[src/rtl/mic_arrival_qualifier_if.sv]
// -----------------------------------------------------------------------------
// mic_arrival_qualifier_if
//
// Purpose : groups the comparator-sample inputs, the shot controls and the
//           arrival results exchanged between the microphone front end and
//           the time-of-flight logic.
//
// Signals :
//   mic_in      [3:0]  registered comparator samples ([0]=N [1]=E [2]=S [3]=W)
//   arm                single-cycle pulse, start a shot
//   abort              single-cycle pulse, cancel the shot and clear results
//   arrived     [3:0]  sticky per-channel arrival flags
//   first_valid        |arrived
//   order       [7:0]  order[2k+1:2k] = channel index of the k-th arrival
//   n_arrived   [2:0]  channels arrived so far, 0..4
//   done               one-cycle pulse, all four channels arrived
//   timeout            sticky, shot ended by timeout
//   state       [1:0]  FSM state for the debug mux
//
// Modports: master drives samples/controls, slave (the qualifier) drives
//           the results.
// -----------------------------------------------------------------------------
interface mic_arrival_qualifier_if;
   logic [3:0] mic_in;
   logic       arm;
   logic       abort;
   logic [3:0] arrived;
   logic       first_valid;
   logic [7:0] order;
   logic [2:0] n_arrived;
   logic       done;
   logic       timeout;
   logic [1:0] state;

   modport master (
      output mic_in, arm, abort,
      input  arrived, first_valid, order, n_arrived, done, timeout, state
   );

   modport slave (
      input  mic_in, arm, abort,
      output arrived, first_valid, order, n_arrived, done, timeout, state
   );
endinterface

[src/rtl/mic_arrival_qualifier.sv]
// -----------------------------------------------------------------------------
// mic_arrival_qualifier
//
// Purpose : qualifies the four microphone comparator streams, latches the
//           first qualified arrival per channel into sticky flags, records
//           the arrival order and ends a shot when all four channels have
//           arrived or when the timeout after the first arrival expires.
//
// Ports   :
//   clk64M  in   sample clock (single domain)
//   reset   in   synchronous, active-high reset
//   bus     slave modport of mic_arrival_qualifier_if (samples, arm/abort,
//           arrival flags, order, count, done, timeout, state)
//
// Parameters:
//   FILT_LEN     consecutive high samples that qualify an arrival (2..15)
//   TIMEOUT_CYC  cycles allowed from first to fourth arrival
//   TW           timer width, derived from TIMEOUT_CYC; do not override
//
// Build option:
//   MIC_GLITCH_FILT_EN  defined   -> per-channel glitch filter, latency FILT_LEN
//                       undefined -> no filter, a channel qualifies on its
//                                    first high sample (latency 1)
// -----------------------------------------------------------------------------
module mic_arrival_qualifier #(
   parameter int FILT_LEN    = 4,
   parameter int TIMEOUT_CYC = 4096,
   parameter int TW          = $clog2(TIMEOUT_CYC)
) (
   input logic                    clk64M,
   input logic                    reset,
   mic_arrival_qualifier_if.slave bus
);

   if (FILT_LEN < 2 || FILT_LEN > 15) begin : g_filt_len_check
      $error("mic_arrival_qualifier: FILT_LEN must be within 2..15");
   end

   typedef enum logic [1:0] {
      IDLE    = 2'b00,
      ARMED   = 2'b01,
      CAPTURE = 2'b10,
      FINISH  = 2'b11
   } state_t;

   state_t        state_q, state_d;
   logic [3:0]    arrived_q, arrived_d;
   logic [7:0]    order_q, order_d;
   logic [2:0]    n_q, n_d;
   logic          done_q, done_d;
   logic          timeout_q, timeout_d;
   logic [TW-1:0] timer_q, timer_d;

   logic          sampling;   // filters/arrivals only live in ARMED/CAPTURE
   logic [3:0]    qual;       // channels qualifying this cycle
   logic [3:0]    arr_upd;    // arrived flags including this cycle's arrivals
   logic [7:0]    order_upd;  // order including this cycle's arrivals
   logic [2:0]    n_upd;      // arrival count including this cycle's arrivals

   assign sampling = (state_q == ARMED || state_q == CAPTURE) && !bus.abort;

`ifdef MIC_GLITCH_FILT_EN
   logic [3:0][3:0] filt_q, filt_d;

   // Qualification looks at the incremented count so that a run starting
   // with the sample taken at edge t sets arrived at edge t+FILT_LEN-1,
   // making the flag visible FILT_LEN cycles after the run starts.
   always_comb begin
      for (int i = 0; i < 4; i++) begin
         // NOTE: every combinational output gets a default first, so no path leaves it unassigned and no latch is inferred.
         filt_d[i] = 4'd0;
         qual[i]   = 1'b0;
         if (sampling && bus.mic_in[i]) begin
            filt_d[i] = (filt_q[i] == 4'(FILT_LEN)) ? filt_q[i] : filt_q[i] + 4'd1;
            qual[i]   = (filt_d[i] == 4'(FILT_LEN)) && !arrived_q[i];
         end
      end
   end

   always_ff @(posedge clk64M) begin
      if (reset) filt_q <= '0;
      else       filt_q <= filt_d;
   end
`else
   always_comb begin
      qual = sampling ? (bus.mic_in & ~arrived_q) : 4'b0000;
   end
`endif

   // Rank this cycle's qualifiers in ascending channel index (north first).
   always_comb begin
      arr_upd   = arrived_q;
      order_upd = order_q;
      n_upd     = n_q;
      for (int i = 0; i < 4; i++) begin
         if (qual[i]) begin
            arr_upd[i]                      = 1'b1;
            order_upd[2*int'(n_upd[1:0]) +: 2] = 2'(i);
            n_upd                           = n_upd + 3'd1;
         end
      end
   end

   // Next-state and result logic.
   always_comb begin
      state_d   = state_q;
      arrived_d = arrived_q;
      order_d   = order_q;
      n_d       = n_q;
      done_d    = 1'b0;
      timeout_d = timeout_q;
      timer_d   = timer_q;

      case (state_q)
         IDLE: begin
            if (bus.arm) begin
               state_d   = ARMED;
               arrived_d = '0;
               order_d   = '0;
               n_d       = '0;
               timeout_d = 1'b0;
               timer_d   = '0;
            end
         end
         ARMED: begin
            arrived_d = arr_upd;
            order_d   = order_upd;
            n_d       = n_upd;
            if (qual != 4'b0000) begin
               timer_d = '0;
               // Four simultaneous first arrivals complete the shot at once.
               if (n_upd == 3'd4) begin
                  state_d = FINISH;
                  done_d  = 1'b1;
               end else begin
                  state_d = CAPTURE;
               end
            end
         end
         CAPTURE: begin
            arrived_d = arr_upd;
            order_d   = order_upd;
            n_d       = n_upd;
            timer_d   = timer_q + 1'b1;
            // Completion has priority over a timeout in the same cycle.
            if (n_upd == 3'd4) begin
               state_d = FINISH;
               done_d  = 1'b1;
            end else if (timer_q == TW'(TIMEOUT_CYC - 1)) begin
               state_d   = FINISH;
               timeout_d = 1'b1;
            end
         end
         FINISH: begin
            state_d = IDLE;
         end
         default: state_d = IDLE;
      endcase

      // Abort overrides everything, including an arm in the same cycle.
      if (bus.abort) begin
         state_d   = IDLE;
         arrived_d = '0;
         order_d   = '0;
         n_d       = '0;
         done_d    = 1'b0;
         timeout_d = 1'b0;
         timer_d   = '0;
      end
   end

   // NOTE: state is updated with non-blocking assignments so every register samples the pre-edge values of the others.
   always_ff @(posedge clk64M) begin
      // NOTE: reset is synchronous and clears every register here, since results must read 0 one cycle after reset.
      if (reset) begin
         state_q   <= IDLE;
         arrived_q <= '0;
         order_q   <= '0;
         n_q       <= '0;
         done_q    <= 1'b0;
         timeout_q <= 1'b0;
         timer_q   <= '0;
      end else begin
         state_q   <= state_d;
         arrived_q <= arrived_d;
         order_q   <= order_d;
         n_q       <= n_d;
         done_q    <= done_d;
         timeout_q <= timeout_d;
         timer_q   <= timer_d;
      end
   end

   assign bus.arrived     = arrived_q;
   assign bus.first_valid = |arrived_q;
   assign bus.order       = order_q;
   assign bus.n_arrived   = n_q;
   assign bus.done        = done_q;
   assign bus.timeout     = timeout_q;
   assign bus.state       = state_q;

endmodule
[src/flat_wrapper.sv]
// flat-port wrapper written by rule: the top's interface ports become plain ports
module mic_arrival_qualifier_flat 
#(
   parameter int FILT_LEN    = 4,
   parameter int TIMEOUT_CYC = 4096,
   parameter int TW          = $clog2(TIMEOUT_CYC)
)
  (clk64M, reset, bus_mic_in, bus_arm, bus_abort, bus_arrived, bus_first_valid, bus_order, bus_n_arrived, bus_done, bus_timeout, bus_state);
  mic_arrival_qualifier_if bus_i ();
  input logic clk64M;
  input logic reset;
  input wire logic [$bits(bus_i.mic_in)-1:0] bus_mic_in;
  input wire logic [$bits(bus_i.arm)-1:0] bus_arm;
  input wire logic [$bits(bus_i.abort)-1:0] bus_abort;
  output wire logic [$bits(bus_i.arrived)-1:0] bus_arrived;
  output wire logic [$bits(bus_i.first_valid)-1:0] bus_first_valid;
  output wire logic [$bits(bus_i.order)-1:0] bus_order;
  output wire logic [$bits(bus_i.n_arrived)-1:0] bus_n_arrived;
  output wire logic [$bits(bus_i.done)-1:0] bus_done;
  output wire logic [$bits(bus_i.timeout)-1:0] bus_timeout;
  output wire logic [$bits(bus_i.state)-1:0] bus_state;
  assign bus_i.mic_in = bus_mic_in;
  assign bus_i.arm = bus_arm;
  assign bus_i.abort = bus_abort;
  assign bus_arrived = bus_i.arrived;
  assign bus_first_valid = bus_i.first_valid;
  assign bus_order = bus_i.order;
  assign bus_n_arrived = bus_i.n_arrived;
  assign bus_done = bus_i.done;
  assign bus_timeout = bus_i.timeout;
  assign bus_state = bus_i.state;
  mic_arrival_qualifier #(.FILT_LEN(FILT_LEN), .TIMEOUT_CYC(TIMEOUT_CYC), .TW(TW)) u_core (.clk64M(clk64M), .reset(reset), .bus(bus_i));
endmodule
[config.mk]
export PLATFORM = sky130hd
export DESIGN_NAME = mic_arrival_qualifier_flat
export DESIGN_NICKNAME = d
export VERILOG_FILES = /design/src/rtl/mic_arrival_qualifier_if.sv /design/src/rtl/mic_arrival_qualifier.sv /design/src/flat_wrapper.sv
export SDC_FILE = /design/constraint.sdc
export NUM_CORES = 1
export LEC_CHECK = 0
export CAP_MARGIN = 20
export CORE_MARGIN = 1.5
export CORE_UTILIZATION = 65
export CTS_BUF_LIST = sky130_fd_sc_hd__clkbuf_4 sky130_fd_sc_hd__clkbuf_8
export DETAILED_ROUTE_END_ITERATION = 10
export DONT_BUFFER_PORTS = 1
export PLACE_DENSITY = 0.8
export SETUP_SLACK_MARGIN = 0.3
export SYNTH_ARGS = -nofsm -noshare
export SYNTH_HDL_FRONTEND = slang
export SYNTH_SLANG_ARGS = --single-unit
[constraint.sdc]
create_clock -name clk64M -period 5.3 [get_ports clk64M]
set_input_delay 1.06 -clock clk64M [delete_from_list [all_inputs] [get_ports clk64M]]
set_output_delay 1.06 -clock clk64M [all_outputs]
set_load 0.01 [all_outputs]
==> flow_metrics.env, run 1 <==
export IMPL_ys_seq_area_share_pct=29.8
export IMPL_worst_setup_path_start_kind="flop"
export IMPL_synth_top_area_cell="dfxtp_1"
export IMPL_dr_pass1_iters=4
export IMPL_synth_area_per_cell_um2=9.03
export IMPL_fillers=225
export IMPL_status="completed"
export IMPL_endpoint="u_core.bus.state[0]"
export IMPL_r2r_cells=17
export IMPL_netlist_area_um2=2090
export IMPL_fin_crit_sh_pct=83.1
export IMPL_synthToLayoutAreaGrowth_pct=5.52
export IMPL_cts_buffers=5
export IMPL_synth_nets=261
export IMPL_grt_max_degree=16
export IMPL_ant_nets=0
export IMPL_hp_class="flop to flop"
export IMPL_multi_input_area_um2=1370
export IMPL_clkSlewWorstSetupHoldPaths_ns=0.10
export IMPL_clk_latency_ns=0.32
export IMPL_timing_rr_end="u_core.bus.state[0]"
export IMPL_finalInstanceArea_um2=2200
export IMPL_fin_ws_ns=0.894
export IMPL_drv_slew=0
export IMPL_ys_warn_count=0
export IMPL_die_y_um=59.6
export IMPL_skew_ns=0.00757
export IMPL_rrSetupSlack_ns=0.89
export IMPL_rows=20
export IMPL_p_per_area_nw_per_um2=228
export IMPL_num_io_pins=28
export IMPL_tritoncts="done"
export IMPL_viasPerCell=5.97
export IMPL_vdd_drop_max_uv=170
export IMPL_relSlewSlack_pct=50.6
export IMPL_yosysUniqueCellTypes=51
export IMPL_grt_pass1_wl_mm=7.12
export IMPL_endpoint_kind="flop"
export IMPL_rr_startpoint="u_core.bus.state[0]"
export IMPL_num_vias=1660
export IMPL_leakage_nw=0.851
export IMPL_cts_resized=0
export IMPL_core_area_um2=3050
export IMPL_final_common_cell="dfxtp_1"
export IMPL_n_antenna_cell=0
export IMPL_numPortBuffers=0
export IMPL_post_cts_setup_buffers=0
export IMPL_grt_use_total_pct=26.3
export IMPL_grt_pass1_vias=1614
export IMPL_pre_cts_ws_ns=0.870
export IMPL_final_layout_size_suffix_gt1_share_pct=13.2
export IMPL_hold_viol=0
export IMPL_grt_overflow=0
export IMPL_layout_common_cells="dfxtp_1 (31), nand2_1 (25), ha_1 (22)"
export IMPL_cts_sinks=31
export IMPL_start_util_pct=68.3
export IMPL_post_route_min_period_ns=4.41
export IMPL_drt_wl_total_mm=4.29
export IMPL_placed_area_um2=2110
export IMPL_cts_root_buf="clkbuf_4"
export IMPL_final_seq_area_um2=621
export IMPL_cts_path_max_buffers=2
export IMPL_tightestPinTransition_ns=0.737
export IMPL_dp_cells=270
export IMPL_synth_area_leaders="dfxtp_1 (30%), ha_1 (13%), nand2_1 (4.5%)"
export IMPL_die_area_um2=3560
export IMPL_dr_first_iter_drc_count=152
export IMPL_ys_ff_latch=31
export IMPL_drv_cap=0
export IMPL_hpwl_mm=3.23
export IMPL_grt_antenna_before_repair=0
export IMPL_setup_tns_ns=0
export IMPL_setup_viol=0
export IMPL_cts_htree_levels=2
export IMPL_cp_startpoint="u_core.bus.state[0]"
export IMPL_cp_arrival_ns=4.61
export IMPL_required_ns=5.51
export IMPL_drc=0
export IMPL_chipWidth_um=59.6
export IMPL_place_gp_congestion=0.845
export IMPL_utilization_pct=72.1
export IMPL_synth_top_area_share_pct=29.8
export IMPL_wl_per_cell_um=15.4
export IMPL_hold_buffers=0
export IMPL_syn_inst=231
export IMPL_stdcell_count=278
export IMPL_cp_max_fo=7
export IMPL_max_freq_ghz=0.227
export IMPL_rsz0062_at_grt="no"
export IMPL_fin_nets=263
export IMPL_crit_type="flop to flop"
-- report_power, final --
part | switching (W) | internal [W]
combinational | 0.0000420 | 0.0000273
clock | 0.0000823 | 0.000111
sequential | 0.00000386 | 0.000235
total | 0.000128 | 0.000374
-- Yosys cell counts, drive strengths merged --
cell type / instances
o221ai: 1
nor2b: 4
o31ai: 2
nor4: 1
a21oi: 16
a22oi: 7
xnor3: 1
nand4: 1
a22o: 5
a32o: 1
o21ai: 19
and3: 2
nand2b: 1
a21boi: 1
and2: 1
or4: 1
a211oi: 2
nor2: 19
ha: 22
mux2i: 2
clkbuf: 5
nand3: 6
and4: 1
mux2: 1
nand2: 25
xnor2: 12
nor4bb: 2
and4bb: 2
o41ai: 2
a32oi: 1
a21o: 1
buf: 3
and2b: 2
xor2: 6
a31oi: 2
dfxtp: 31
nor3: 6
inv: 14
-- state kept, by name, indices dropped and copies added, names as in the netlist --
| signal | flops |
|---|---|
| u_core.timer_q | 12 |
| u_core.bus.order | 8 |
| u_core.bus.arrived | 4 |
| u_core.bus.n_arrived | 3 |
| u_core.bus.state | 2 |
| u_core.bus.done | 1 |
| u_core.bus.timeout | 1 |
-- per-stage QoR --
stage,hold slack [ns],power [W]
2_1_floorplan,0.480,0.000301
3_3_place_gp,0.494,0.000309
3_5_place_dp,0.505,0.000312
4_1_cts,0.531,0.000504
5_1_grt,0.566,0.000523
6_report,0.525,0.000502
-- worst min-delay path by stage --
stage | start | to | slack, ns | cells past startpoint
final | u_core.timer_q[10] | u_core.timer_q[10] | 0.52 | 2
after global routing | u_core.bus.order[4] | u_core.bus.order[4] | 0.57 | 2
after CTS | u_core.timer_q[10] | u_core.timer_q[10] | 0.53 | 2
after detailed placement | u_core.timer_q[10] | u_core.timer_q[10] | 0.51 | 2
after global placement | u_core.timer_q[10] | u_core.timer_q[10] | 0.49 | 2
after floorplan | u_core.timer_q[10] | u_core.timer_q[10] | 0.48 | 2
-- worst max-delay path: stages (launching register included) --
cell and delay (ns):
dfxtp_1 0.49, inv_1 0.13, ha_1 0.42, nor4bb_4 0.57, mux2_4 0.39, ha_1 0.30, a21oi_1 0.10, ha_1 0.29
inv_1 0.05, a21boi_1 0.29, inv_1 0.14, ha_1 0.20, nand2_1 0.07, xor2_1 0.24, xnor2_2 0.16, o21ai_2 0.12
a21oi_2 0.20, o221ai_1 0.14
-- kinds of logic (layout without fill, tap and decap cells) --
kind of cell	count (synthesis)	in the layout	share of synthesized area [%]
AND/OR/NAND/NOR	74	74	19.3
adder cells (fa/ha/maj)	22	22	13.2
XOR/XNOR	19	19	11.2
AO/OA/AOI/OAI	60	60	19.9
buffers and inverters	22	25	5.04
multiplexers	3	3	1.68
flip-flops	31	31	29.8
-- area by class of cell --
type	instances	area share, %
Sequential cell	31	28.2
Timing Repair Buffer	3	0.910
Tap cell	44	2.50
Multi-Input combinational cell	178	62.1
Inverter	14	2.39
Clock inverter	2	1.59
Clock buffer	6	2.33
-- layer usage --
metal  track usage, %  routed length (µm)  part of all wire (%)  vias up
met3             6.55                 263                   6.1        7
met5                0                   0                     0        -
met2             45.0                2210                    52       65
met4             9.84                  58                   1.4        0
li1                 -                   -                     -      811
met1             31.6                1760                    41      777
Power figures use the tool's default switching activity.
==> run 2: changes to the inputs <==
--- a/config.mk
+++ b/config.mk
@@ -7,11 +7,11 @@
 export LEC_CHECK = 0
 export CAP_MARGIN = 20
 export CORE_MARGIN = 1.5
-export CORE_UTILIZATION = 65
+export CORE_UTILIZATION = 59
 export CTS_BUF_LIST = sky130_fd_sc_hd__clkbuf_4 sky130_fd_sc_hd__clkbuf_8
 export DETAILED_ROUTE_END_ITERATION = 10
 export DONT_BUFFER_PORTS = 1
-export PLACE_DENSITY = 0.8
+export PLACE_DENSITY = 0.77
 export SETUP_SLACK_MARGIN = 0.3
 export SYNTH_ARGS = -nofsm -noshare
 export SYNTH_HDL_FRONTEND = slang
==> constraint.sdc (replaced) <==
create_clock -name clk64M -period 3.6 [get_ports clk64M]
set_input_delay 0.72 -clock clk64M [delete_from_list [all_inputs] [get_ports clk64M]]
set_output_delay 0.72 -clock clk64M [all_outputs]
set_load 0.01 [all_outputs]
==> run 2 against run 1 <==
Against the previous run: die area rose by 9.6%; routed wire length up 8.0%; largest cell class unchanged; clock power up 51%; worst hold slack worse by 0.028 ns; global-route usage decreased by 0.66 points; largest power group unchanged; highest routed layer unchanged.
==> flow_metrics.env, run 2 (synthesized netlist as in run 1, its figures left out) <==
export IMPL_status="completed"
export IMPL_r2r_cells=17
export IMPL_grt_overflow=0
export IMPL_power_internal_w=0.000565
export IMPL_cts_htree_levels=2
export IMPL_vdd_drop_max_uv=274
export IMPL_setup_tns_ns=0
export IMPL_utilization_pct=73.2
export IMPL_rows=21
export IMPL_drv_slew=0
export IMPL_chipWidth_um=62.5
export IMPL_final_seq_area_um2=623
export IMPL_fin_crit_sh_pct=92.5
export IMPL_hold_viol=0
export IMPL_num_vias=1709
export IMPL_setup_viol=0
export IMPL_viasPerCell=5.72
export IMPL_relSlewSlack_pct=61.7
export IMPL_crit_slowest_cell="dfxtp_2"
export IMPL_clkPwrFrac_pct=38.0
export IMPL_p_per_area_nw_per_um2=313
export IMPL_cpPeakStageDelay_ns=0.36
export IMPL_grt_pass1_wl_mm=7.80
export IMPL_clk_latency_ns=0.34
export IMPL_final_layout_size_suffix_gt1_share_pct=26.5
export IMPL_required_ns=3.86
export IMPL_start_util_pct=62.0
export IMPL_crit_type="flop to flop"
export IMPL_n_antenna_cell=0
export IMPL_hp_class="primary input to flop"
export IMPL_grt_max_degree=16
export IMPL_dr_first_iter_drc_count=60
export IMPL_worst_setup_path_start_kind="flop"
export IMPL_core_area_um2=3360
export IMPL_wl_per_cell_um=15.5
export IMPL_largest_reg_flops=12
export IMPL_skew_ns=0.0169
export IMPL_met1_usage_pct=29.7
export IMPL_place_gp_congestion=0.884
export IMPL_holdWs_ns=0.497
export IMPL_cts_sinks=31
export IMPL_endpoint_kind="flop"
export IMPL_grtUsageMet3_pct=7.57
export IMPL_multi_input_area_um2=1470
export IMPL_p_sw_share_pct=26.6
export IMPL_seq_power_share_pct=45.4
export IMPL_post_route_min_period_ns=3.33
export IMPL_grt_antenna_before_repair=0
export IMPL_dr_pass1_iters=4
export IMPL_pwr_share_comb_pct=16.6
export IMPL_worst_path_stages=17
export IMPL_fin_nets=282
export IMPL_final_common_cell="dfxtp_1"
export IMPL_max_freq_ghz=0.300
export IMPL_drc=0
export IMPL_leakage_nw=0.955
export IMPL_layout_common_cells="dfxtp_1 (29), nand2_1 (24), buf_4 (20)"
export IMPL_grt_pass1_vias=1661
export IMPL_crit_family="adder cells"
export IMPL_clkSlewWorstSetupHoldPaths_ns=0.11
export IMPL_holdPathStages=1
export IMPL_p_sw_w=0.000205
export IMPL_cts_path_max_buffers=2
export IMPL_rsz0062_at_grt="yes"
export IMPL_tritoncts="done"
export IMPL_cp_max_fo=4
export IMPL_hold_buffers=0
export IMPL_largest_register="u_core.timer_q"
export IMPL_synthToLayoutAreaGrowth_pct=18.1
export IMPL_tightestPinTransition_ns=0.570
export IMPL_num_io_pins=28
export IMPL_drt_wl_total_mm=4.64
export IMPL_die_y_um=62.5
export IMPL_top_usage_layer="met2"
export IMPL_drv_cap=0
export IMPL_crit_path_cell_trace="inv_2, ha_4, nor4bb_4, mux2_4, ha_4, a21oi_4, ha_4, inv_2, a21boi_2, inv_2, ha_4, nand2_2, xor2_2, xnor2_2, o21ai_2, a21oi_2, mux2i_1"
export IMPL_total_power_w=0.000770
export IMPL_numPortBuffers=0
export IMPL_cts_root_buf="clkbuf_4"
export IMPL_hpwl_mm=3.13
export IMPL_die_area_um2=3900
export IMPL_ant_nets=0
export IMPL_met2_usage_pct=42.2
export IMPL_grt_use_total_pct=25.7
export IMPL_fillers=269
export IMPL_path_buf_inv=3
export IMPL_critical_path_most_common_cell="ha_4"
export IMPL_cts_buffers=5
export IMPL_cp_arrival_ns=3.59
run 2: cell count changes in the layout (fill, tap and decap cells not counted), moves of 4 or more:
cell   delta
ha_4      +4
buf_4    +18
ha_1      -5
inv_1     -4
inv_2     +4
run 2: path summary, 6_finish.rpt:
kind,startpoint,endpoint,slack [ns]
max reg2reg,u_core.bus.state[0],u_core.bus.state[1],0.27
max,u_core.bus.state[0],u_core.bus.state[1],0.27
min reg2reg,u_core.bus.order[4],u_core.bus.order[4],0.53
min,bus_mic_in[2],u_core.bus.arrived[2],0.50
run 2: worst reg2reg max path, cell delays in order (launching register included):
cell      delay, ns
dfxtp_2        0.36
inv_2          0.05
ha_4           0.27
nor4bb_4       0.25
mux2_4         0.36
ha_4           0.29
a21oi_4        0.06
ha_4           0.26
inv_2          0.04
a21boi_2       0.18
inv_2          0.08
ha_4           0.16
nand2_2        0.06
xor2_2         0.17
xnor2_2        0.14
o21ai_2        0.12
a21oi_2        0.20
mux2i_1        0.20
run 2: cell type report:
class | count | share of cell area [%]
Clock inverter | 2 | 1.42
Multi-Input combinational cell | 178 | 59.7
Inverter | 14 | 2.13
Sequential cell | 31 | 25.3
Timing Repair Buffer | 22 | 7.01
Clock buffer | 6 | 2.08
Tap cell | 46 | 2.34
run 2: repair_timing:
action                                  in CTS  in global routing
endpoints found under the setup margin       4                  4
pin swaps                                    6                  7
setup buffers                                7                  4
gates resized for setup                     10                  6
run 2: power by group through the flow:
stage,Clock (W),Sequential [W],Combinational (W)
floorplan,0,0.000359,0.0000860
global route,0.000312,0.000350,0.000138
finish,0.000293,0.000350,0.000128
detailed placement,0,0.000357,0.000110
global placement,0,0.000358,0.000108
CTS,0.000300,0.000350,0.000119
run 2: through the flow:
stage / cells / instance area [µm²] / worst slack [ns]
after floorplan: 231 / 2120 / 0.00348
after global placement: 280 / 2210 / 0.175
after detailed placement: 280 / 2210 / 0.0549
after CTS: 295 / 2390 / 0.301
after global routing: 299 / 2460 / 0.117
final: 299 / 2460 / 0.269
run 2: metal layers:
| layer | wire length [µm] | vias up | part of all wire, % |
|---|---|---|---|
| met5 | 0 | - | 0 |
| met4 | 119 | 0 | 2.6 |
| met3 | 193 | 8 | 4.2 |
| met2 | 2340 | 36 | 50 |
| met1 | 1980 | 813 | 43 |
| li1 | - | 852 | - |
